## config.mk

```make
export PLATFORM = sky130hd
export DESIGN_NAME = imem_port_arbiter
export DESIGN_NICKNAME = d
export VERILOG_FILES = /design/src/rtl/imem_port_arbiter.sv
export SDC_FILE = /design/constraint.sdc
export NUM_CORES = 1
export LEC_CHECK = 0
export CAP_MARGIN = 5
export CORE_MARGIN = 2
export CORE_UTILIZATION = 30
export DETAILED_ROUTE_END_ITERATION = 10
export GPL_TIMING_DRIVEN = 0
export SLEW_MARGIN = 20
export SYNTH_ARGS = -nofsm -noshare
export SYNTH_HDL_FRONTEND = slang
export SYNTH_SLANG_ARGS = --single-unit
export TNS_END_PERCENT = 20
```

## constraint.sdc

```tcl
create_clock -name clk -period 2.9 [get_ports clk]
set_input_delay 0.435 -clock clk [delete_from_list [all_inputs] [get_ports clk]]
set_output_delay 0.435 -clock clk [all_outputs]
set_load 0.05 [all_outputs]
```

## src/rtl/imem_port_arbiter.sv

```systemverilog
// imem_port_arbiter
//   Shares the single port of the instruction memory between the fetch stage
//   (reads) and the program loader (writes). One requester is granted per
//   cycle; the loader normally wins a collision, but after MAX_BURST
//   consecutive loader grants with fetch waiting, fetch is forced through.
//   Fetch data is captured one cycle after the grant, with a valid strobe.
//
//   Optional feature: define IMEM_ARB_STATS_EN to add saturating 16-bit
//   grant/stall counters (stat_fetch, stat_load, stat_stall).
//
//   Reset is synchronous and active-low (rst).
//   MAX_BURST must lie in 1..7 so that it fits the 3-bit burst counter.

module imem_port_arbiter #(
   parameter int ADDR_W    = 5,
   parameter int DATA_W    = 32,
   parameter int MAX_BURST = 4
) (
   input  logic              clk,
   input  logic              rst,
   // fetch (read) requester
   input  logic              fetch_req,
   input  logic [ADDR_W-1:0] fetch_addr,
   output logic              fetch_gnt,
   output logic              fetch_valid,
   output logic [DATA_W-1:0] fetch_rdata,
   // loader (write) requester
   input  logic              load_req,
   input  logic [ADDR_W-1:0] load_addr,
   input  logic [DATA_W-1:0] load_data,
   output logic              load_gnt,
   // memory port
   output logic              mem_we,
   output logic [ADDR_W-1:0] mem_addr,
   output logic [DATA_W-1:0] mem_wdata,
   input  logic [DATA_W-1:0] mem_rdata,
`ifdef IMEM_ARB_STATS_EN
   output logic [15:0]       stat_fetch,
   output logic [15:0]       stat_load,
   output logic [15:0]       stat_stall,
`endif
   output logic [2:0]        burst_cnt_o
);

   localparam logic [2:0] MAX_CNT = 3'(MAX_BURST);

   // previous cycle's winner
   typedef enum logic [1:0] {
      IDLE    = 2'd0,
      GRANT_F = 2'd1,
      GRANT_L = 2'd2
   } state_t;

   state_t              state_reg;
   state_t              state_next;

   logic [2:0]          burst_cnt_reg;
   logic [2:0]          burst_cnt_next;
   logic                burst_sat;

   logic                fetch_valid_reg;
   logic [DATA_W-1:0]   fetch_rdata_reg;

   // last address/data driven on the port, so the port holds when idle
   logic [ADDR_W-1:0]   addr_hold_reg;
   logic [DATA_W-1:0]   wdata_hold_reg;

   assign burst_sat = (burst_cnt_reg == MAX_CNT);

   // FSM state register: remembers who won last cycle
   always_ff @(posedge clk) begin
      if (!rst) begin
         state_reg <= IDLE;
      end else begin
         state_reg <= state_next;
      end
   end

   // Grant decision and next state. A loader burst can only have built up
   // when the loader also won the previous cycle; after an idle cycle or a
   // fetch grant the burst counter is known to be zero, so a collision there
   // always goes to the loader.
   always_comb begin
      fetch_gnt  = 1'b0;
      load_gnt   = 1'b0;
      state_next = IDLE;
      if (rst) begin
         if (fetch_req && load_req) begin
            case (state_reg)
               GRANT_L: begin
                  if (burst_sat) begin
                     fetch_gnt = 1'b1;
                  end else begin
                     load_gnt = 1'b1;
                  end
               end
               default: begin
                  load_gnt = 1'b1;
               end
            endcase
         end else if (fetch_req) begin
            fetch_gnt = 1'b1;
         end else if (load_req) begin
            load_gnt = 1'b1;
         end

         if (fetch_gnt) begin
            state_next = GRANT_F;
         end else if (load_gnt) begin
            state_next = GRANT_L;
         end else begin
            state_next = IDLE;
         end
      end
   end

   // Starvation counter: counts loader wins while fetch is waiting
   always_comb begin
      burst_cnt_next = burst_cnt_reg;
      if (!fetch_req || fetch_gnt) begin
         burst_cnt_next = 3'd0;
      end else if (load_gnt && !burst_sat) begin
         burst_cnt_next = burst_cnt_reg + 3'd1;
      end
   end

   // Starvation counter register
   always_ff @(posedge clk) begin
      if (!rst) begin
         burst_cnt_reg <= 3'd0;
      end else begin
         burst_cnt_reg <= burst_cnt_next;
      end
   end

   // Memory port drive: granted requester's address, else hold the last one
   always_comb begin
      mem_we    = 1'b0;
      mem_addr  = addr_hold_reg;
      mem_wdata = wdata_hold_reg;
      if (!rst) begin
         mem_addr  = '0;
         mem_wdata = '0;
      end else if (fetch_gnt) begin
         mem_addr = fetch_addr;
      end else if (load_gnt) begin
         mem_we    = 1'b1;
         mem_addr  = load_addr;
         mem_wdata = load_data;
      end
   end

   // Remember what the port last carried so it stays quiet on idle cycles
   always_ff @(posedge clk) begin
      if (!rst) begin
         addr_hold_reg  <= '0;
         wdata_hold_reg <= '0;
      end else begin
         if (fetch_gnt || load_gnt) begin
            addr_hold_reg <= mem_addr;
         end
         if (load_gnt) begin
            wdata_hold_reg <= load_data;
         end
      end
   end

   // Fetch return path: capture read data at the edge closing the grant cycle.
   // The capture happens before any write of the following cycle lands, so a
   // fetch always sees the memory as it was when it was granted.
   always_ff @(posedge clk) begin
      if (!rst) begin
         fetch_valid_reg <= 1'b0;
         fetch_rdata_reg <= '0;
      end else begin
         fetch_valid_reg <= fetch_gnt;
         if (fetch_gnt) begin
            fetch_rdata_reg <= mem_rdata;
         end
      end
   end

   assign fetch_valid = fetch_valid_reg;
   assign fetch_rdata = fetch_rdata_reg;
   assign burst_cnt_o = burst_cnt_reg;

`ifdef IMEM_ARB_STATS_EN
   // event strobes: [0] fetch grant, [1] loader grant, [2] fetch stalled
   logic [2:0] stat_inc;

   // Collect per-cycle events for the statistics counters
   always_comb begin
      stat_inc = {fetch_req & ~fetch_gnt, load_gnt, fetch_gnt};
   end

   genvar gi;
   generate
      for (gi = 0; gi < 3; gi++) begin : g_stat
         logic [15:0] cnt_reg;

         // Saturating event counter
         always_ff @(posedge clk) begin
            if (!rst) begin
               cnt_reg <= 16'd0;
            end else if (stat_inc[gi] && (cnt_reg != 16'hFFFF)) begin
               cnt_reg <= cnt_reg + 16'd1;
            end
         end
      end
   endgenerate

   assign stat_fetch = g_stat[0].cnt_reg;
   assign stat_load  = g_stat[1].cnt_reg;
   assign stat_stall = g_stat[2].cnt_reg;
`endif

   // The two grants can never be asserted together
   a_gnt_exclusive : assert property (@(posedge clk) !(fetch_gnt && load_gnt));

endmodule
```

; Word-level counts from Yosys, hierarchy flattened
; Index checks and enable logic that the tools add are counted.
[totals]
regBits = 75
input_bits = 78
output_inout_bits = 76
elab_cells = 43
[classes]
n_addsub = 1
eq_ne = 2
n_mux = 24
bitwise_logic = 1
reduce_logical = 8
[ops]
columns = op, count
row1 = $mux W32, 3
row2 = $mux W1, 17
row3 = $mux W5, 3
row4 = $reduce_or A2 Y1, 2
row5 = $add A3 B1 Y3 const B, 1
row6 = $eq A3 B3 Y1 const B, 1
row7 = $eq A2 B2 Y1 const B, 1
row8 = $logic_and A1 B1 Y1, 2
row9 = $logic_not A1 Y1, 2
row10 = $logic_or A1 B1 Y1, 2
row11 = $mux W2, 1
row12 = $not A1 Y1, 1

; Depth between registers and ports, before layout
[depth]
ltp_word = 9
ltp_mapped = 8
depth_no_buf = 5

; Worst setup path before layout
; Ideal clock, no wire load.
[synth_timing]
kind = register to output
start = reg burst_cnt_reg[0] (netlist: burst_cnt_o[0])
end = out load_gnt
arrival_time_ns = 2.376
path_slack_ns = 0.089
path_stages_with_launch = 8
n_path_buf = 3
cell_sequence = dfxtp_1 inv_1 ha_1 and4b_1 buf_4 buf_6 buf_6 a21oi_1
[synth_between]
elab_chain_cells = 6
[synth_lines]
columns = element, line
row1 = "start, declared", 57  ; logic [2:0] burst_cnt_reg;
row2 = "start signal, assigned", 132  ; burst_cnt_reg <= burst_cnt_next;
row3 = $eq A3 B3 Y1, 68  ; assign burst_sat = (burst_cnt_reg == MAX_CNT);
row4 = $mux W1, 91  ; if (burst_sat) begin
row5 = $mux W1, 89  ; case (state_reg)
row6 = $mux W1, 88  ; if (fetch_req && load_req) begin
row7 = $mux W1 (2 in a row), 87  ; if (rst) begin
row8 = "end, declared", 31  ; output logic load_gnt,
; Every way passes these cells. The select of a mux whose other input is x is not followed.

; Worst setup path in the final report
[layout_timing]
start = in load_req
end = out mem_wdata[21]
[layout_between]
elab_chain_cells = 8
elab_cells_between_ends = 12
[layout_lines]
columns = element, line
row1 = "start, declared", 28  ; input logic load_req,
row2 = $mux W1, 103  ; end else if (load_req) begin
row3 = $mux W1, 101  ; end else if (fetch_req) begin
row4 = $mux W1, 88
row5 = $mux W1 (2 in a row), 87
row6 = $mux W32, 146  ; end else if (load_gnt) begin
row7 = $mux W32 *, 144  ; end else if (fetch_gnt) begin
row8 = $mux W32 *, 141  ; if (!rst) begin
row9 = "end, declared", 35  ; output logic [DATA_W-1:0] mem_wdata,
; Every way passes the cells marked *; elsewhere a longest branch is shown, timed or not. The select of a mux whose other input is x is not followed.

==> flow_metrics.env <==
export IMPL_finalHoldViolations=0
export IMPL_cts_max_level=3
export IMPL_postSynthCellCount=513
export IMPL_grt_pass1_wl_um=25950
export IMPL_clk_path_buf_depth=2
export IMPL_synth_xor_area_share_pct=0.2054
export IMPL_dieArea_mm2=0.01518
export IMPL_clkLatencyLatePin_ns=0.35
export IMPL_synthSimpleGateAreaFrac_pct=39.17
export IMPL_maxCapViolCount=0
export IMPL_gp_congestion=0.8289
export IMPL_cts_sinks=75
export IMPL_ys_seq_area_share_pct=35.21
export IMPL_synth_net_count=593
export IMPL_antenna_found_initial=0
export IMPL_vdd_drop_max_mv=0.2261
export IMPL_pre_cts_ws_ns=-0.6361
export IMPL_worstHoldStart="rst"
export IMPL_p_leak_nw=2.684
export IMPL_startpoint="load_req"
export IMPL_fp_dieW_um=123.2
export IMPL_r2r_end="fetch_rdata[21]"
export IMPL_synthMuxAreaShare_pct=1.438
export IMPL_max_slew_worst_pin_slew_ns=0.5838
export IMPL_ys_types=29
export IMPL_wl_per_cell_um=19.65
export IMPL_path_max_fanout=10
export IMPL_routed_wl_um=16920
export IMPL_critical_path_arrival_ns=2.41
export IMPL_rrSetupSlack_ns=1.07
export IMPL_drt_iter0_markers=424
export IMPL_die_y_um=123.2
export IMPL_outcome="complete, no violations"
export IMPL_numCtsBuffers=9
export IMPL_rows=43
export IMPL_nets=758
export IMPL_fin_ws_ns=0.05923
export IMPL_startpoint_type="primary input"
export IMPL_ys_warn_count=0
export IMPL_synth_compound_area_share_pct=14.52
export IMPL_crit_type="primary input to output port"
export IMPL_final_common_cell="nand4_1"
export IMPL_max_freq_ghz=0.3520
export IMPL_antennaDiodeCount=0
export IMPL_drc_errors=0
export IMPL_powerDensity_mw_per_mm2=491.3
export IMPL_slew_headroom_pct=60.96
export IMPL_synth_top_family_by_area="simple AND/OR/NAND/NOR gates"
export IMPL_ios=154
export IMPL_initial_core_util_pct=30.72
export IMPL_hold_class="primary input to flip-flop"
export IMPL_worst_r2r_cell_count=7
export IMPL_overflow=0
export IMPL_r2r_start="burst_cnt_o[0]"
export IMPL_via_per_inst=6.081
export IMPL_clk_pin_slew_ns=0.06
export IMPL_syn2layout_area_growth_pct=46.04
export IMPL_min_delay_path_depth=3
export IMPL_firstDrtPassIters=5
export IMPL_layout_drive_gt1_share_pct=16.30
export IMPL_fillers=1353
export IMPL_post_route_period_util_pct=97.96
export IMPL_core_area_mm2=0.01388
export IMPL_grt_max_degree=12
export IMPL_vias=5236
export IMPL_hpwlAfterDp_um=11940
export IMPL_crit_end="mem_wdata[21]"
export IMPL_io_buffer_count=152
export IMPL_final_cell_mix="128 x nand4_1, 112 x clkdlybuf4s50_1, 96 x nand3_1, 75 x dfxtp_1, 58 x buf_2"
export IMPL_final_core_util_pct=44.86
export IMPL_report_final_slew_viol_count=0
export IMPL_skew_ns=0.006025
export IMPL_yosys_area_share_adder_pct=0.5869
export IMPL_end_kind="output port"
export IMPL_first_global_vias=4953
export IMPL_cts_root_buf="clkbuf_16"
export IMPL_ant_nets=0
export IMPL_cts_tree="done"
export IMPL_cp_required_ns=2.47
export IMPL_synth_area_mm2=0.004264
export IMPL_setup_viol=0
export IMPL_track_usage_pct=21.66
export IMPL_ys_seq_elements=75
export IMPL_layout_min_cycle_time_ns=2.841
export IMPL_avgSynthCellArea_um2=8.312
[worst min-delay path by stage]
stage	end	slack, ns
after global placement	fetch_rdata[19]	0.48
after floorplan	wdata_hold_reg[0]	0.47
after global routing	fetch_rdata[12]	0.52
after CTS	state_reg[0]	0.48
final	state_reg[0]	0.47
after detailed placement	fetch_rdata[11]	0.48
[cell type report]
cell class	instances	area, um^2	area share, %
Buffer	72	385.4	6.188
Sequential cell	75	1501	24.11
Clock inverter	3	15.01	0.2411
Multi-Input combinational cell	364	2385	38.30
Inverter	2	7.507	0.1206
Tap cell	180	225.2	3.617
Timing Repair Buffer	154	1455	23.37
Clock buffer	11	252.7	4.059
[power breakdown]
group	leakage, nW	internal (W)	switching (W)	total [W]
combinational	1.93	0.000296	0.000537	0.000833
clock	0.137	0.000613	0.000459	0.00107
sequential	0.619	0.00111	0.0000471	0.00115
[cell families (layout without fill, tap and decap cells)]
kind of cell    after synthesis  after routing
simple gates                274            274
compound gates               81             81
flops                        75             75
buf+inv                      74            242
mux                           6              6
fa+ha+maj                     2              2
xor+xnor                      1              1
[worst max-delay path, stage by stage]
cell	delay, ns
clkdlybuf4s50_1	0.55
buf_4	0.24
clkbuf_4	0.26
buf_2	0.25
nand4_1	0.15
nand3_1	0.13
clkdlybuf4s18_2	0.38
[cell usage after synthesis]
library cell,number,area (um^2)
clkbuf_1,21,78.83
nand3_1,96,480.5
mux2_2,1,11.26
a32oi_1,31,271.5
nand4b_1,1,8.760
nor2b_1,1,6.260
buf_6,5,56.30
buf_1,2,7.510
a21oi_1,6,30.03
and4b_1,1,10.01
inv_1,2,7.510
nand4_1,128,800.8
dfxtp_1,75,1501
nand3b_1,1,7.510
nor2_1,5,18.77
ha_1,2,25.02
buf_4,3,22.52
nand2b_1,1,6.260
nand2_1,3,11.26
mux2i_1,5,50.05
a31oi_1,33,206.5
xnor2_1,1,8.760
and3_1,2,12.51
and2b_1,1,7.510
o2111a_1,1,11.26
and3b_1,33,289.0
buf_2,41,205.2
nor2_4,1,11.26
a221o_1,10,100.1
[stage by stage]
stage / setup TNS, ns / hold slack, ns / area (um^2) / instances / power [W]
after global routing: -0.003112 / 0.5184 / 6227 / 861 / 0.003157
after detailed placement: -13.48 / 0.4838 / 6011 / 845 / 0.002026
after global placement: -13.05 / 0.4775 / 6011 / 845 / 0.002012
after floorplan: 0 / 0.4695 / 4264 / 513 / 0.001667
final: 0 / 0.4708 / 6227 / 861 / 0.003059
after CTS: -0.001753 / 0.4753 / 6321 / 859 / 0.003075
[what timing repair did]
item | in CTS | in global routing
resized for setup | 122 | 47
buffers inserted | 0 | 2
pin swaps | 1 | 1
setup endpoints to repair | 40 | 38
endpoints found under the hold margin | 0 | 0
hold buffers | 0 | 0
[layer usage]
layer,track usage [%],part of all wire [%]
met1,28.77,44
met4,7.244,1.5
met5,0,0
met2,34.82,47
met3,4.659,7.6
Power figures use the tool's default switching activity.
